File: src/rtl/cond_unit.sv
// cond_unit: NZCV flag register, per-instruction condition evaluation,
// write-enable gating and a saturating count of skipped instructions.
//
// Parameters:
//   CNT_W      width of SkipCount
// Ports:
//   clk        clock, rising edge
//   reset      synchronous, active-low reset
//   Cond       instruction condition field
//   ALUFlags   {N,Z,C,V} from the ALU
//   CondLatch  decode strobe, registers the condition result
//   FlagW      [1] write N,Z  [0] write C,V
//   PCS        instruction writes the PC
//   NextPC     fetch-phase PC increment
//   RegW       register-file write request
//   MemW       memory write request
//   NoWrite    compare-type instruction, no register write
//   PCWrite    gated PC enable
//   RegWrite   gated register-file enable
//   MemWrite   gated memory enable
//   CondEx     registered condition result
//   Flags      current {N,Z,C,V}
//   SkipCount  saturating count of condition-failed instructions
//
// Build option: COND_FLAG_BYPASS_EN evaluates the condition against the
// flags being written in the same cycle instead of the registered flags.

module cond_unit #(
   parameter int CNT_W = 16
) (
   input  logic             clk,
   input  logic             reset,
   input  logic [3:0]       Cond,
   input  logic [3:0]       ALUFlags,
   input  logic             CondLatch,
   input  logic [1:0]       FlagW,
   input  logic             PCS,
   input  logic             NextPC,
   input  logic             RegW,
   input  logic             MemW,
   input  logic             NoWrite,
   output logic             PCWrite,
   output logic             RegWrite,
   output logic             MemWrite,
   output logic             CondEx,
   output logic [3:0]       Flags,
   output logic [CNT_W-1:0] SkipCount
);

   logic [3:0]       flags_q;
   logic [3:0]       flags_d;
   logic [3:0]       eval;
   logic             condex_q;
   logic             cond_ok;
   logic [CNT_W-1:0] skip_q;
   logic             n, z, c, v;

   // Flag writes are qualified by the CondEx of the instruction in flight.
   always_comb begin
      flags_d = flags_q;
      if (FlagW[1] && condex_q)
         flags_d[3:2] = ALUFlags[3:2];
      if (FlagW[0] && condex_q)
         flags_d[1:0] = ALUFlags[1:0];
   end

`ifdef COND_FLAG_BYPASS_EN
   assign eval = flags_d;
`else
   assign eval = flags_q;
`endif

   assign n = eval[3];
   assign z = eval[2];
   assign c = eval[1];
   assign v = eval[0];

   always_comb begin
      cond_ok = 1'b1;
      unique case (Cond)
         4'b0000: cond_ok = z;
         4'b0001: cond_ok = ~z;
         4'b0010: cond_ok = c;
         4'b0011: cond_ok = ~c;
         4'b0100: cond_ok = n;
         4'b0101: cond_ok = ~n;
         4'b0110: cond_ok = v;
         4'b0111: cond_ok = ~v;
         4'b1000: cond_ok = c & ~z;
         4'b1001: cond_ok = ~c | z;
         4'b1010: cond_ok = (n == v);
         4'b1011: cond_ok = (n != v);
         4'b1100: cond_ok = ~z & (n == v);
         4'b1101: cond_ok = z | (n != v);
         default: cond_ok = 1'b1;
      endcase
   end

   always_ff @(posedge clk) begin
      if (!reset) begin
         flags_q  <= 4'b0000;
         condex_q <= 1'b0;
         skip_q   <= '0;
      end else begin
         flags_q <= flags_d;
         if (CondLatch) begin
            condex_q <= cond_ok;
            if (!cond_ok && (skip_q != {CNT_W{1'b1}}))
               skip_q <= skip_q + 1'b1;
         end
      end
   end

   assign PCWrite   = reset & ((PCS & condex_q) | NextPC);
   assign RegWrite  = reset & RegW & condex_q & ~NoWrite;
   assign MemWrite  = reset & MemW & condex_q;
   assign CondEx    = condex_q;
   assign Flags     = flags_q;
   assign SkipCount = skip_q;

endmodule

File: config.mk
export PLATFORM = sky130hd
export DESIGN_NAME = cond_unit
export DESIGN_NICKNAME = d
export VERILOG_FILES = /design/src/rtl/cond_unit.sv
export SDC_FILE = /design/constraint.sdc
export NUM_CORES = 1
export LEC_CHECK = 0
export CORE_ASPECT_RATIO = 2
export CORE_MARGIN = 1.5
export CORE_UTILIZATION = 45
export DETAILED_ROUTE_END_ITERATION = 16
export PLACE_DENSITY_LB_ADDON = 0.25
export SLEW_MARGIN = 20
export SYNTH_ARGS = -nofsm -noshare
export SYNTH_HDL_FRONTEND = slang
export SYNTH_SLANG_ARGS = --single-unit
File: constraint.sdc
create_clock -name clk -period 2.3 [get_ports clk]
set_clock_uncertainty 0.15 [all_clocks]
set_input_delay 0.23 -clock clk [delete_from_list [all_inputs] [get_ports clk]]
set_output_delay 0.23 -clock clk [all_outputs]
set_load 0.02 [all_outputs]
; Word level (Yosys, flattened, before mapping)
; Cells that the tools add are included.
; Widths: inputs -> output; s select.
[word_totals]
output_inout_bits = 24
elab_cells = 45
in_bits = 18
ff_bits = 21
[classes]
n_addsub = 1
reduce_logical = 6
n_mux = 1
n_eq_ne = 16
n_bitwise = 17
[ops]
columns = cell, n
row1 = $eq 4x4->1 const B, 6
row2 = $add 16x1->16 const B, 1
row3 = $eq 4x3->1 const B, 4
row4 = $ne 16x16->1 const B, 1
row5 = $pmux 1 s14, 1
row6 = $and 1x1->1, 9
row7 = $eq 4x2->1 const B, 2
row8 = $not 1->1, 5
row9 = $eq 4x1->1 const B, 1
row10 = $logic_not 4->1, 1
row11 = $logic_and 1x1->1, 3
row12 = $or 1x1->1, 3
row13 = $reduce_and 2->1, 1
row14 = $eq 1x1->1, 1
row15 = $logic_not 1->1, 1
row16 = $ne 1x1->1, 1

; Logic depth before layout (Yosys ltp)
[logic_depth]
depth_word = 6
mapped_depth = 9
depth_no_buf = 6

; Worst setup path after synthesis
; OpenSTA, ideal clock, no wires.
[synth_path]
kind = register to register
startpoint = reg skip_q[2] (netlist: SkipCount[2])
endpoint = reg skip_q[15] (netlist: SkipCount[15])
path_buffers = 1
arrival_time_ps = 1787
stages_incl_launch_ff = 8
period_less_slack_ps = 2008
path_slack_ps = 292
required_time_ps = 2080
setup_time_ps = 70
cell_sequence = dfxtp_1 -> and4_1 -> and2_1 -> clkbuf_1 -> and2_1 -> nand3_1 -> or4_1 -> a21oi_1
[synth_between]
elab_chain_len = 3
elab_cells_between_ends = 4
classes_between = add/sub: 1 / eq/ne: 1 / reduce/logical: 2
[synth_rtl]
columns = element, line_no
row1 = from (decl), 55  ; logic [CNT_W-1:0] skip_q;
row2 = from (signal assigned), 109  ; skip_q <= skip_q + 1'b1;
row3 = "parallel branches: the longest is 3 deep, another holds $add 16x1->16", --
; Several ways; the timed one is not identified.
; A chain may end at the register's enable or synchronous reset.

; Worst setup path after layout
[layout_path]
startpoint = in Cond[2]
endpoint = reg skip_q[4] (netlist: SkipCount[4])
[layout_between]
elab_chain_len = 5
elab_cells_between_ends = 18
classes_between = eq/ne: 13 / mux: 1 / reduce/logical: 4
[layout_rtl]
columns = element, line_no
row1 = from (decl), 33  ; input logic [3:0] Cond,
row2 = $eq 4x4->1 (tied with other cells), 80  ; unique case (Cond)
row3 = $pmux 1 s14 *, 80
row4 = $logic_not 1->1 *, 108  ; if (!cond_ok && (skip_q != {CNT_W{1'b1}}))
row5 = $logic_and 1x1->1 *, 108
row6 = $reduce_and 2->1 (no line) *, --
; Mark *: on every way between the ends. The rest lies on a longest branch, timed or not.

==> metrics.md <==
| Metric | Value |
|---|---|
| Post-synth EDFFs | `0` |
| Mean area per synthesized cell | `a little under 8 µm²` |
| Top-count cell post-synth | `dfxtp_1` |
| CTS max path bufs | `2` |
| ANT nets after route | `0` |
| Synth Register Bits | `21` |
| WL per Instance | `14.6 µm` |
| Die extent in y | `between 70 and 80 µm` |
| Top Ports | `42` |
| Pre-CTS setup slack | `-0.266 ns` |
| Worst path most repeated cell | `buf_4` |
| Gr ovfl total | `0` |
| Final setup vio count | `0` |
| Core box area | `around 2600 µm²` |
| Startpoint types | `input port` |
| HP Class | `register to register` |
| Total power | `0.785 mW` |
| CP peak stage delay | `0.63 ns` |
| Internal power | `roughly 0.57 mW` |
| Port bufs | `41` |
| Critical path class | `input port to register` |
| Final Net Count | `235` |
| Sequential power share | `0.487` |
| Post-route setup slack | `0.124 ns` |
| Design area | `1830 µm²` |
| Post-synth ARST share | `0` |
| Drt pass-1 iters | `4` |
| Worst skew pair latency | `0.27 ns` |
| Sw Ratio | `0.269` |
| H-tree lvl count | `1` |
| Largest net degree at the start of global routing | `17` |
| Max IR drop VDD | `around 0.00042 V` |
| Synthesized netlist net count | `180` |
| FMAX | `around 460 MHz` |
| Commonest cells post-synth | `21 x dfxtp_1, 18 x a21oi_1, 17 x nand2_1` |
| CP endpoint kind | `register` |
| Tcrit/Tclk final | `0.946` |
| Clock share of power | `0.313` |
| GPL Wtd Cong | `0.845` |
| Vias in the first global route | `1337` |
| Sequential area share after synthesis | `0.339` |
| Via/cell ratio | `a little under 6` |
| Area of the mapped netlist | `1240 µm²` |
| Cell taking the most area after synthesis | `dfxtp_1` |
| Slowest cell on crit path | `clkdlybuf4s50_1` |
| Placed Area | `1770 µm²` |
| First-pass GRT wire length | `5.67 mm` |
| Die width | `between 40 and 50 µm` |
| Critical Path RT | `2.36 ns` |
| Initial core utilization | `0.482` |
| Final min period | `around 2.2 ns` |
| Rows | `26` |
| Yosys top cell area share | `0.339` |
| CTS Root Cell | `clkbuf_8` |
| Top FF cell, synth | `dfxtp_1` |
| CTS sink count | `21` |
| Layout cells sized above 1 | `0.112` |
| Critical path, cell by cell | `clkdlybuf4s50_1, nand3b_1, o2bb2ai_1, o21a_1, buf_4, buf_4, nand3_1, or3_1, a21oi_1` |
| Tightest Pin Transition | `around 0.33 ns` |
| Worst Hold Slack | `approximately 0.34 ns` |
| Total clock buffers created by CTS | `3` |
| Hold-fix buffers, CTS | `0` |
| Max_slew headroom | `0.781` |
| Area growth, synth to finish | `47.7%` |
| Final hold vios | `0` |
| Starting DRT DRC Count | `36` |
| WP data arrival | `2.23 ns` |
| Die ar. | `3100 µm²` |
| Vias post-DR | `1427` |
| Initial antenna violation count | `0` |
| Worst-path clk slew | `about 0.080 ns` |
| Slew Limit Fails | `0` |
| RSZ-0062 raised after global routing | `no` |
| Power Density | `429 nW/µm²` |
| P_leak | `0.658 nW` |
| DRC viols | `0` |
| TritonCTS clock tree | `yes` |
| Cells after synthesis | `roughly 160` |
| Detailed Route WL | `around 3.5 mm` |
| Sw Pwr | `0.211 mW` |
| Yosys cell types | `36` |
| Gate power share | `0.199` |
| Yosys warns | `0` |
| Setup TNS | `0 ns` |
| Gr usage total | `0.250` |
| Top post-synthesis cells by area | `dfxtp_1 34%, a21oi_1 7.3%, or3_1 5.6%, nand3_1 5.3%, nand2_1 5.2%` |
| Antenna cell count | `0` |
| Post-DP HPWL | `2.66 mm` |
| Crit path max fanout | `8` |
| Max capacitance violation total | `0` |
| Outcome | `finished, final reports clean` |
## through the flow
| stage | util | cells |
|---|---|---|
| floorplan | - | 161 |
| global placement | 0.687 | 238 |
| finish | 0.712 | 243 |
| CTS | 0.705 | 242 |
| detailed placement | 0.687 | 238 |
| global route | 0.712 | 243 |
## placed cells by master, fill, tap and decap left out, types with 4 or more instances in the layout
master / count
clkdlybuf4s50_1: 40
dfxtp_1: 21
a21oi_1: 18
buf_4: 18
nand2_1: 17
nand3_1: 13
or3_1: 11
o21ai_0: 7
o21ai_1: 6
nand4_1: 6
and3_1: 5
nand2b_1: 5
mux2i_1: 4
## final timing paths
kind,slack [ns],startpoint,end,depth (start not counted)
hold / removal,0.34,SkipCount[12],SkipCount[12],2
setup reg to reg,0.27,Flags[2],SkipCount[9],7
setup / recovery,0.12,Cond[2],SkipCount[4],9
hold reg to reg,0.34,SkipCount[12],SkipCount[12],2
## sequential cells by signal (all words and copies together) (netlist names)
signal,cells
SkipCount,16
Flags,4
CondEx,1
## timing repair
| action | 4_1_cts | 5_1_grt |
|---|---|---|
| buffers inserted | 0 | 1 |
| resized for setup | 0 | 3 |
| setup endpoints to repair | 0 | 15 |
## power by group through the flow
stage	Combinational (mW)	Sequential, mW	Clock [mW]
5_1_grt	0.169	0.384	0.267
6_report	0.156	0.382	0.246
3_3_place_gp	0.145	0.389	0
2_1_floorplan	0.0673	0.394	0
3_5_place_dp	0.150	0.390	0
4_1_cts	0.151	0.382	0.249
## kinds of logic after synthesis
kind of cell | count (synthesis) | share of synthesized area
flip-flops | 21 | 0.339
multiplexers | 5 | 0.0404
buffers and inverters | 13 | 0.0525
XOR/XNOR | 3 | 0.0212
AND/OR/NAND/NOR | 79 | 0.364
AO/OA/AOI/OAI | 39 | 0.173
adder cells (fa/ha/maj) | 1 | 0.0101
## layer usage
| metal | wire (µm) | up-vias | GRT usage |
|---|---|---|---|
| met5 | 0 | - | 0 |
| met4 | 71 | 0 | 0.141 |
| met3 | 195 | 6 | 0.0491 |
| met2 | 2020 | 44 | 0.423 |
| li1 | - | 698 | - |
| met1 | 1260 | 679 | 0.260 |
## critical path, delay by kind of cell
kind	cells	cell delay [ns]
buffers and inverters	3	0.90
AOI/OAI and AO/OA	3	0.58
and+or+nand+nor	3	0.52
## area by class of cell
cell class	instances	area, µm²
Fill cell	219	741
Clock inverter	1	5.00
Inverter	3	11.3
Sequential cell	21	420
Tap cell	28	35.0
Multi-Input combinational cell	127	757
Timing Repair Buffer	60	559
Clock buffer	3	41.3
(Power assumes the default switching activity.)
